`config.mk`:
```
export PLATFORM = sky130hd
export DESIGN_NAME = wb_stage
export DESIGN_NICKNAME = d
export VERILOG_FILES = /design/src/rtl/wb_stage.sv
export SDC_FILE = /design/constraint.sdc
export NUM_CORES = 1
export LEC_CHECK = 0
export ABC_AREA = 0
export CAP_MARGIN = 0
export CORE_AREA = 2 2 105 157
export CTS_BUF_LIST = sky130_fd_sc_hd__clkbuf_2
export DETAILED_ROUTE_END_ITERATION = 6
export DIE_AREA = 0 0 107 159
export GPL_TIMING_DRIVEN = 0
export PLACE_DENSITY = 0.9
export SLEW_MARGIN = 0
export SYNTH_ARGS = -nofsm -noshare
export SYNTH_HDL_FRONTEND = slang
export SYNTH_SLANG_ARGS = --single-unit
```
`constraint.sdc`:
```
create_clock -name clk_i -period 2.55 [get_ports clk_i]
set_input_delay 0.255 -clock clk_i [delete_from_list [all_inputs] [get_ports clk_i]]
set_output_delay 0.255 -clock clk_i [all_outputs]
set_load 0.01 [all_outputs]
```
`src/rtl/wb_stage.sv`:
```
// wb_stage: rv32 writeback stage. Writes retired results to the register file,
// counts retired instructions, and turns memory-stage exceptions into a held trap
// request followed by a one-cycle flush pulse.
// Latency: 1 cycle from transfer to rf write or trap_req_o.
// Backpressure: mem_ready_o is low while a trap is pending or flushing, and during reset.
// Ports: mem_* carry the incoming record (valid/ready), rf_* drive the register-file
// write port, trap_*/flush_o talk to the CSR/trap unit and the upstream stages, and
// instret_o is the 64-bit retired-instruction counter.
module wb_stage #(
    parameter int DATA_WIDTH = 32,
    parameter int ADDR_WIDTH = 32,
    parameter int REG_ADDR_W = 5
) (
    input  logic                  clk_i,
    input  logic                  rst_ni,
    input  logic                  mem_valid_i,
    output logic                  mem_ready_o,
    input  logic [ADDR_WIDTH-1:0] mem_pc_i,
    input  logic                  mem_rd_we_i,
    input  logic [REG_ADDR_W-1:0] mem_rd_addr_i,
    input  logic [DATA_WIDTH-1:0] mem_wb_data_i,
    input  logic                  mem_exception_i,
    input  logic [1:0]            mem_exception_type_i,
    input  logic [ADDR_WIDTH-1:0] mem_fault_addr_i,
    output logic                  rf_we_o,
    output logic [REG_ADDR_W-1:0] rf_waddr_o,
    output logic [DATA_WIDTH-1:0] rf_wdata_o,
    output logic                  trap_req_o,
    output logic [1:0]            trap_cause_o,
    output logic [ADDR_WIDTH-1:0] trap_pc_o,
    output logic [ADDR_WIDTH-1:0] trap_tval_o,
    input  logic                  trap_ack_i,
    output logic                  flush_o,
    output logic [63:0]           instret_o
);

    typedef enum logic [1:0] {
        RUN   = 2'd0,
        TRAP  = 2'd1,
        FLUSH = 2'd2
    } state_t;

    state_t                  state_q, state_d;
    logic                    rf_we_q, rf_we_d;
    logic [REG_ADDR_W-1:0]   rf_waddr_q, rf_waddr_d;
    logic [DATA_WIDTH-1:0]   rf_wdata_q, rf_wdata_d;
    logic                    trap_req_q, trap_req_d;
    logic [1:0]              trap_cause_q, trap_cause_d;
    logic [ADDR_WIDTH-1:0]   trap_pc_q, trap_pc_d;
    logic [ADDR_WIDTH-1:0]   trap_tval_q, trap_tval_d;
    logic                    flush_q, flush_d;
    logic [63:0]             instret_q, instret_d;
    logic                    xfer;

    // Ready is the only combinational output; gating with rst_ni keeps the
    // upstream stage from handing over a record that reset would swallow.
    assign mem_ready_o = rst_ni && (state_q == RUN);
    assign xfer        = mem_valid_i && mem_ready_o;

    always_comb begin
        state_d      = state_q;
        rf_we_d      = 1'b0;
        rf_waddr_d   = rf_waddr_q;
        rf_wdata_d   = rf_wdata_q;
        trap_req_d   = trap_req_q;
        trap_cause_d = trap_cause_q;
        trap_pc_d    = trap_pc_q;
        trap_tval_d  = trap_tval_q;
        flush_d      = 1'b0;
        instret_d    = instret_q;

        unique case (state_q)
            RUN: begin
                if (xfer) begin
                    if (mem_exception_i) begin
                        // Exception wins over any rd write and does not retire.
                        state_d      = TRAP;
                        trap_req_d   = 1'b1;
                        trap_cause_d = mem_exception_type_i;
                        trap_pc_d    = mem_pc_i;
                        trap_tval_d  = mem_fault_addr_i;
                    end else begin
                        // x0 is never written but the record still retires.
                        rf_we_d    = mem_rd_we_i && (mem_rd_addr_i != '0);
                        rf_waddr_d = mem_rd_addr_i;
                        rf_wdata_d = mem_wb_data_i;
                        instret_d  = instret_q + 64'd1;
                    end
                end
            end
            TRAP: begin
                if (trap_ack_i) begin
                    state_d    = FLUSH;
                    trap_req_d = 1'b0;
                    flush_d    = 1'b1;
                end
            end
            FLUSH: begin
                state_d = RUN;
            end
            default: begin
                state_d    = RUN;
                trap_req_d = 1'b0;
            end
        endcase
    end

    always_ff @(posedge clk_i) begin
        if (!rst_ni) begin
            state_q      <= RUN;
            rf_we_q      <= 1'b0;
            rf_waddr_q   <= '0;
            rf_wdata_q   <= '0;
            trap_req_q   <= 1'b0;
            trap_cause_q <= 2'b00;
            trap_pc_q    <= '0;
            trap_tval_q  <= '0;
            flush_q      <= 1'b0;
            instret_q    <= 64'd0;
        end else begin
            state_q      <= state_d;
            rf_we_q      <= rf_we_d;
            rf_waddr_q   <= rf_waddr_d;
            rf_wdata_q   <= rf_wdata_d;
            trap_req_q   <= trap_req_d;
            trap_cause_q <= trap_cause_d;
            trap_pc_q    <= trap_pc_d;
            trap_tval_q  <= trap_tval_d;
            flush_q      <= flush_d;
            instret_q    <= instret_d;
        end
    end

    assign rf_we_o      = rf_we_q;
    assign rf_waddr_o   = rf_waddr_q;
    assign rf_wdata_o   = rf_wdata_q;
    assign trap_req_o   = trap_req_q;
    assign trap_cause_o = trap_cause_q;
    assign trap_pc_o    = trap_pc_q;
    assign trap_tval_o  = trap_tval_q;
    assign flush_o      = flush_q;
    assign instret_o    = instret_q;

endmodule
```
======== Yosys cells after proc, flatten, opt, wreduce, memory -nomap -nowiden ========
Cells that the tools add are included.
storage, ports and cells
  register bits after elaboration ......... 172
operators by class
  reduce and logical (&&, ||, !) cells .... 11
  bitwise operators ....................... 5
  mux-type cells .......................... 9
  add/subtract/negate cells ............... 1
  equal/unequal tests ..................... 5
operator list
  kind                                                              count
  64-bit by 1-bit adder with 64-bit output (second input constant)  1
  3-bit AND reduction                                               3
  2-bit 2-to-1 mux                                                  3
  2-bit != test (second input constant)                             3
  1-bit inverter                                                    5
  5-bit nonzero test                                                1
  1-bit 2-to-1 mux                                                  4
  2-bit one-hot mux with 2 select lines                             1
  4-bit AND reduction                                               1
  4-bit OR reduction                                                1
  1-bit logical AND                                                 3
  1-bit one-hot mux with 3 select lines                             1
  2-bit by 1-bit == test with 1-bit output (second input constant)  1
  2-bit == test (second input constant)                             1
  2-bit logical NOT                                                 1
  2-bit AND reduction                                               1

======== Logic depth before layout (Yosys ltp) ========
Gate-level depths: netlist of the first run.
  word-level depth ........................ 5
  depth in mapped cells ................... 7
  gate-level depth less buffers ........... 6

======== Worst setup path before layout of the first run ========
Ideal clock, no wire load.
  path type ............................... register to register
  start ................................... reg instret_q[0] (netlist: instret_o[0])
  end ..................................... reg instret_q[58] (netlist: instret_o[58])
  path slack .............................. 0.560 ns
  stages on the path, launching flop included .. 8
  arrival time ............................ 1.919 ns
  library setup time ...................... 0.070 ns
  cell sequence ........................... dfxtp_1 > ha_1 > nand4_1 > nor4_4 > nand4_1 > buf_2 > or3_1 > a21oi_1
on the way
  cells in the longest elaborated chain, start to end .. 1
ends and longest elaborated chain
  what                                      line  source
  start: declaration                        52    logic [63:0] instret_q, instret_d;
  start signal: assignment                  130   instret_q <= instret_d;
  64-bit by 1-bit adder with 64-bit output  87    instret_d = instret_q + 64'd1;
No other way between the ends.
A chain may end at the register's enable or synchronous reset.

======== Final worst setup path of the first run ========
  start ................................... reg instret_q[40] (netlist: instret_o[40])
  end ..................................... reg instret_q[58] (netlist: instret_o[58])
The elaborated chain is that of the path after synthesis.

==> results.json, run 1 <==
{
  "die_span_in_y_um": 159,
  "yosys_most_used_dff": "dfxtp_1",
  "worstSkewPairLatency_ps": 710,
  "synth-xor-area-share_pct": 4.01,
  "gp_routability_congestion": 0.862,
  "detailroute.via_count": 7547,
  "tightestPinTransition_ps": 609,
  "yosysMostFrequentCell": "nand2_1",
  "initial_standard_cell_utilization_of_the_core_pct": 43.3,
  "route.antenna.remaining_nets": 0,
  "grt_pass1_vias": 7581,
  "netlist_top_cells_count": "nand2_1 (235), dfxtp_1 (172), a21oi_1 (126)",
  "place.detailed.hpwl_um": 16700,
  "clock_buffers_created_by_tritoncts": 17,
  "area_fraction_in_compound_gates_after_synthesis_pct": 12.4,
  "unrepaired_setup_endpoints_after_global_routing": "no",
  "cts.sink_count": 172,
  "critical_path.most_common_cell": "nand4_1",
  "crit_family": "simple AND/OR/NAND/NOR gates",
  "critPathMaxFanout": 10,
  "synth_edf_count": 0,
  "hold_slack_ps": 61.0,
  "final_nets": 1295,
  "startpoint_type": "register",
  "avgSynthCellArea_um2": 8.18,
  "synthAdderAreaFrac_pct": 0.185,
  "p_leak_nw": 3.66,
  "holdPathEnd": "trap_pc_o[2]",
  "period_minus_slack_ps": 2460,
  "worstReg2RegEnd": "instret_o[58]",
  "drt-initial-drc-count": 460,
  "r2r-start": "instret_o[40]",
  "viasPerCell": 5.38,
  "synth_fp_nets": 938,
  "yosys-mux-area-fraction_pct": 0.739,
  "synthesized_area_fraction_occupied_by_and_or_nand_nor_cells_pct": 28.8,
  "timing.final.setup_violations": 0,
  "top_signal_layer_used": "met4",
  "synthesis.instances": 828,
  "die_width_um": 107,
  "buffer_ports.inserted": 279,
  "synth_sequential_area_ratio_pct": 50.9,
  "slew_headroom_pct": 59.4,
  "grt_max_degree": 17,
  "hold_path_class": "input port to register",
  "ctsHtreeMaxLevel": 4,
  "clkSlewWorstSetupHoldPaths_ps": 280,
  "tritoncts": "yes",
  "global_route_wire_length_before_repair_um": 38900,
  "worstPathBufferInverterCount": 1,
  "final-hold-violation-count": 0,
  "clock_skew_ps": 62.6,
  "pwr_density_cell_nw_per_um2": 470,
  "route.detailed.drc": 0,
  "hold_start": "mem_pc_i[2]",
  "crit_path_cell_trace": "nand4_1 > nor4_2 > nand4_1 > buf_2 > or3_1 > a21oi_1",
  "grt_antenna_before_repair": 2,
  "design.core.area_um2": 15600,
  "pre_cts_slack_ps": -301,
  "largest_family_of_logic_cells_by_synthesized_area": "simple AND/OR/NAND/NOR gates",
  "mappedNetlistArea_um2": 6770,
  "grt.overflow.total": 0,
  "floorplan.io_pins": 280,
  "met3_wirelength_um": 1650,
  "route.layer.met1.wl_um": 8840,
  "total_power_mw": 5.02,
  "achievable-frequency_mhz": 406,
  "timing.critical_path.required_ps": 3180,
  "final_layout_size_suffix_gt1_share_pct": 4.42,
  "groute.usage.overall_pct": 29.1,
  "area_delta_synth_final_pct": 57.9,
  "synth_cell_type_count": 37,
  "drt-pass1-iter-count": 5,
  "yosys.area.top_type_share_pct": 50.9,
  "report.final.slew_viol_count": 0,
  "post-route-worst-setup-slack_ps": 86.7,
  "async_reset_ff_share_pct": 0,
  "final_min_period_over_clock_period_pct": 96.6,
  "clock_path_buffers": 2,
  "maxCapViolations": 0,
  "wl_per_cell_um": 17.8,
  "placement_rows": 56,
  "fp.dieArea_um2": 17000,
  "totalWireLength_um": 25000,
  "worstPathArrival_ps": 3090,
  "worst-r2r-setup-slack_ps": 90,
  "post-synth-top-area-cell": "dfxtp_1",
  "yosysWarningCount": 0,
  "dr_wl_met2_um": 13000,
  "slowest_delay_ps": 550,
  "ff2ff_path_depth": 6,
  "crit_path_top_delay_cell": "nor4_2",
  "critical_path_class": "register to register",
  "cts.root.buffer_cell": "clkbuf_2",
  "crit_path_end_kind": "register",
  "power.ir.vdd_worst_mv": 0.392,
  "leading_cell_types_by_total_area_after_synthesis": "dfxtp_1 (51%), nand2_1 (13%), a21oi_1 (9.3%)",
  "yosys_register_bits": 172,
  "hold-path-cell-count": 3,
  "outcome": "completed"
}
-- state kept, by name (all words and copies together) (netlist names) --
signal,cells
state_q,2
rf_we_o,1
trap_req_o,1
trap_pc_o,32
trap_cause_o,2
flush_o,1
rf_wdata_o,32
trap_tval_o,32
rf_waddr_o,5
instret_o,64
-- where the power goes --
| group | switching [mW] | total [mW] | internal [mW] |
|---|---|---|---|
| clock network | 1.03 | 1.61 | 0.579 |
| registers | 0.0351 | 2.79 | 2.76 |
| logic | 0.271 | 0.622 | 0.350 |
| total | 1.34 | 5.02 | 3.68 |
-- worst max path at each step --
stage	from	endpoint	depth (start not counted)
after floorplan	instret_o[0]	instret_o[58]	7
after global placement	rst_ni	instret_o[62]	7
after detailed placement	rst_ni	instret_o[58]	7
after CTS	instret_o[0]	instret_o[58]	7
after global routing	state_q[0]	trap_pc_o[29]	6
final	instret_o[40]	instret_o[58]	6
-- layout make-up --
class	count	area, µm²
clock buffers	18	90.1
plain buffers	47	184
clock inverters	14	186
diodes	2	5.00
inverters	7	27.5
flip-flops and latches	172	3450
fillers	1141	4930
repair buffers	338	3380
well taps	203	254
multi-input cells	602	3120
-- cells by family after synthesis --
| family | Yosys count |
|---|---|
| adders and majority gates | 1 |
| muxes | 5 |
| xor gates and xnor gates | 31 |
| AOI/OAI and AO/OA | 160 |
| and+or+nand+nor | 405 |
| buffers and inverters | 54 |
| DFF | 172 |
-- through the flow --
step / util, % / instance area [µm²] / instances / TNS, ps
after floorplan: - / 6770 / 828 / 0
after global placement: 62.8 / 9820 / 1310 / -2770
after detailed placement: 62.8 / 9820 / 1310 / -4070
after CTS: 68.2 / 10700 / 1399 / 0
after global routing: 68.4 / 10700 / 1403 / 0
final: 68.4 / 10700 / 1403 / 0
-- repair_timing --
| action | in CTS | in global routing |
|---|---|---|
| pin swaps | 1 | 0 |
| setup buffers | 1 | 0 |
| endpoints found under the setup margin | 5 | 10 |
| gates resized for setup | 3 | 3 |
| hold buffers | 56 | 2 |
| endpoints found under the hold margin | 56 | 2 |
-- worst register-to-register path, delay by kind of cell (launching register included) --
family	cells	cell delay [ps]
AND/OR/NAND/NOR	4	1490
flip-flops	1	490
buffers and inverters	1	250
AO/OA/AOI/OAI	1	160
-- routing by layer --
metal | vias up | track usage (%)
li1 | 3551 | -
met1 | 3564 | 30.2
met2 | 328 | 51.9
met3 | 104 | 7.29
met4 | 0 | 17.2
met5 | - | 0
-- layout by cell type (no fill, tap or decap), types with 2 or more instances in the layout --
master and instances:
mux2i_1 5, dlygate4sd3_1 58, o41ai_1 4, nand4_1 33
xnor2_1 7, a21oi_1 126, diode_2 2, clkinv_2 2
buf_2 5, and2_1 5, dfxtp_2 2, inv_1 6
bufinv_16 3, or3_1 23, clkbuf_1 36, nand3_1 18
o311ai_0 4, nand2_1 235, inv_8 4, clkbuf_2 19
o21ai_0 24, nor2_1 40, clkdlybuf4s50_1 278, nand4_2 2
buf_1 5, and3_1 10, nor4_1 4, clkinv_4 4
nor3_1 5, nor4_2 3, xor2_1 24, or2b_1 2
nand2b_1 7, or4_1 3, and4_1 9, dfxtp_1 170
(Power assumes the default switching activity.)
==> inputs of run 2 (changes only) <==
==> constraint.sdc (replaced) <==
create_clock -name clk_i -period 2.55 [get_ports clk_i]
set_input_delay 0.51 -clock clk_i [delete_from_list [all_inputs] [get_ports clk_i]]
set_output_delay 0.51 -clock clk_i [all_outputs]
set_load 0.01 [all_outputs]
==> run 2 against run 1 <==
  * First-iteration DRC count fell by 17%
  * Fmax rose by 0.34%
  * Utilization fell by 3.7 points
  * Worst setup slack improved by 8.3 ps
  * Clock power barely moved
  * Die area did not move
  * Sequential cell count did not move
  * Final cell count fell by 4.2%
  * Global-route usage fell by 3.7 points
  * Clock skew fell by 1.8 ps
  * Critical path depth did not move
  * Sequential share of layout area rose by 1.8 points
  * Critical endpoint unchanged
  * Largest cell class is now sequential cells
==> results.json, run 2 (synthesized netlist as in run 1, its figures left out) <==
{
  "cts.root.buffer_cell": "clkbuf_2",
  "route.antenna.remaining_nets": 0,
  "die_width_um": 107,
  "timing.critical_path.required_ps": 3180,
  "clock_skew_ps": 60.8,
  "gp_routability_congestion": 0.862,
  "finalCoreUtilization_pct": 64.7,
  "final_layout_size_suffix_gt1_share_pct": 4.65,
  "critical_path.most_common_cell": "nand4_1",
  "drt-initial-drc-count": 381,
  "unrepaired_setup_endpoints_after_global_routing": "no",
  "clock_buffers_created_by_tritoncts": 17,
  "cts_hold_buf": 0,
  "p_leak_nw": 3.42,
  "timing.final.setup_violations": 0,
  "achievable-frequency_mhz": 407,
  "largest_register_ff_count": 64,
  "number_of_cells_in_the_design_after_placement": 1310,
  "crit_path_top_delay_cell": "nor4_2",
  "grt_antenna_before_repair": 1,
  "buffer_ports.inserted": 279,
  "ctsHtreeMaxLevel": 4,
  "design.core.area_um2": 15600,
  "pwr_density_cell_nw_per_um2": 485,
  "detailroute.via_count": 7035,
  "totalWireLength_um": 21600,
  "clkSlewWorstSetupHoldPaths_ps": 280,
  "drt-pass1-iter-count": 5,
  "finalNonFillerCells": 1344,
  "groute.usage.overall_pct": 25.4,
  "placement_rows": 56,
  "clock_path_buffers": 2,
  "share_comb_of_total_power_pct": 10.7,
  "total_power_mw": 4.90,
  "fp.dieArea_um2": 17000,
  "global_route_wire_length_before_repair_um": 34300,
  "critPathMaxFanout": 10,
  "wl_per_cell_um": 16.1,
  "cts.sink_count": 172,
  "pre_cts_slack_ps": -722,
  "place.detailed.hpwl_um": 16700,
  "power.share.sequential_pct": 56.8,
  "netSwitchingFraction_pct": 26.1,
  "area_delta_synth_final_pct": 49.4,
  "post-route-worst-setup-slack_ps": 95.0,
  "die_span_in_y_um": 159,
  "viasPerCell": 5.23,
  "worstSkewPairLatency_ps": 710,
  "period_minus_slack_ps": 2450,
  "report.final.slew_viol_count": 0,
  "floorplan.io_pins": 280,
  "netSwitchingPower_mw": 1.28,
  "grt_pass1_vias": 6798,
  "worstPathArrival_ps": 3090,
  "worstPathBufferInverterCount": 1,
  "route.detailed.drc": 0,
  "grt.overflow.total": 0,
  "slowest_delay_ps": 540,
  "num-fill-cells": 1268,
  "initial_standard_cell_utilization_of_the_core_pct": 43.3,
  "hold_path_class": "input port to register",
  "tightestPinTransition_ps": 605,
  "final_nets": 1237,
  "critical_path_class": "register to register",
  "startpoint_type": "register",
  "outcome": "completed",
  "maxCapViolations": 0,
  "grt_max_degree": 17,
  "most_common_cell_after_layout_fill_and_taps_aside": "clkdlybuf4s50_1",
  "power.ir.vdd_worst_mv": 0.455,
  "final_min_period_over_clock_period_pct": 96.3,
  "internal_power_mw": 3.63,
  "final-hold-violation-count": 0,
  "clkPwrFrac_pct": 32.5,
  "slew_headroom_pct": 59.7,
  "layout_common_cells": "clkdlybuf4s50_1 (277), nand2_1 (235), dfxtp_1 (171), a21oi_1 (126), nor2_1 (40)",
  "crit_family": "simple AND/OR/NAND/NOR gates",
  "crit_path_end_kind": "register",
  "crit_path_cell_trace": "nand4_1 > nor4_2 > nand4_1 > buf_2 > or3_1 > a21oi_1",
  "tritoncts": "yes"
}
[run 2: per-stage QoR]
stage               setup TNS [ps]  hold WS (ps)  cell area, µm²
floorplan                        0           481            6770
global placement            -16590           440            9820
detailed placement          -19420           446            9820
CTS                              0           218           10100
global route                     0           208           10100
finish                           0           299           10100
[run 2: worst register-to-register path, stage by stage, from the launching register on]
cell and delay [ps]:
dfxtp_1 490, nand4_1 330, nor4_2 540, nand4_1 250, buf_2 250, or3_1 340
a21oi_1 160
[run 2: worst paths after layout]
check / end / slack [ps] / from / cells past startpoint
max: instret_o[58] / 100 / instret_o[40] / 6
min: trap_pc_o[21] / 300 / mem_pc_i[21] / 3
max reg2reg: instret_o[58] / 100 / instret_o[40] / 6
min reg2reg: rf_wdata_o[17] / 470 / rf_wdata_o[17] / 2
[run 2: repair_timing]
item                       in CTS  in global routing
gates resized for setup         7                  2
setup buffers                   1                  0
setup endpoints to repair       5                  9
hold endpoints to repair        0                  0
pin swaps                       1                  0
cloned                          0                  0
[run 2: final cells by class]
type                            instances  area (µm²)  share of cell area, %
Buffer                                 47         186                   1.84
Clock buffer                           18        90.1                  0.891
Timing Repair Buffer                  280        2800                   27.7
Clock inverter                         14         186                   1.84
Antenna cell                            1        2.50                 0.0247
Sequential cell                       172        3440                   34.1
Multi-Input combinational cell        602        3120                   30.9
Inverter                                7        27.5                  0.272
Tap cell                              203         254                   2.51
[run 2: power by group through the flow]
stage | Sequential, mW | Clock [mW] | Combinational (mW)
floorplan | 2.86 | 0 | 0.150
global placement | 2.83 | 0 | 0.517
detailed placement | 2.83 | 0 | 0.524
CTS | 2.79 | 1.65 | 0.527
global route | 2.80 | 1.73 | 0.568
finish | 2.79 | 1.59 | 0.525
[run 2: routing by layer]
metal | GRT usage [%] | routed length [µm] | vias up
met5 | 0 | 0 | -
met4 | 10.0 | 763 | 0
met3 | 7.12 | 1460 | 51
met2 | 46.0 | 11500 | 273
met1 | 27.6 | 7920 | 3286
li1 | - | - | 3425
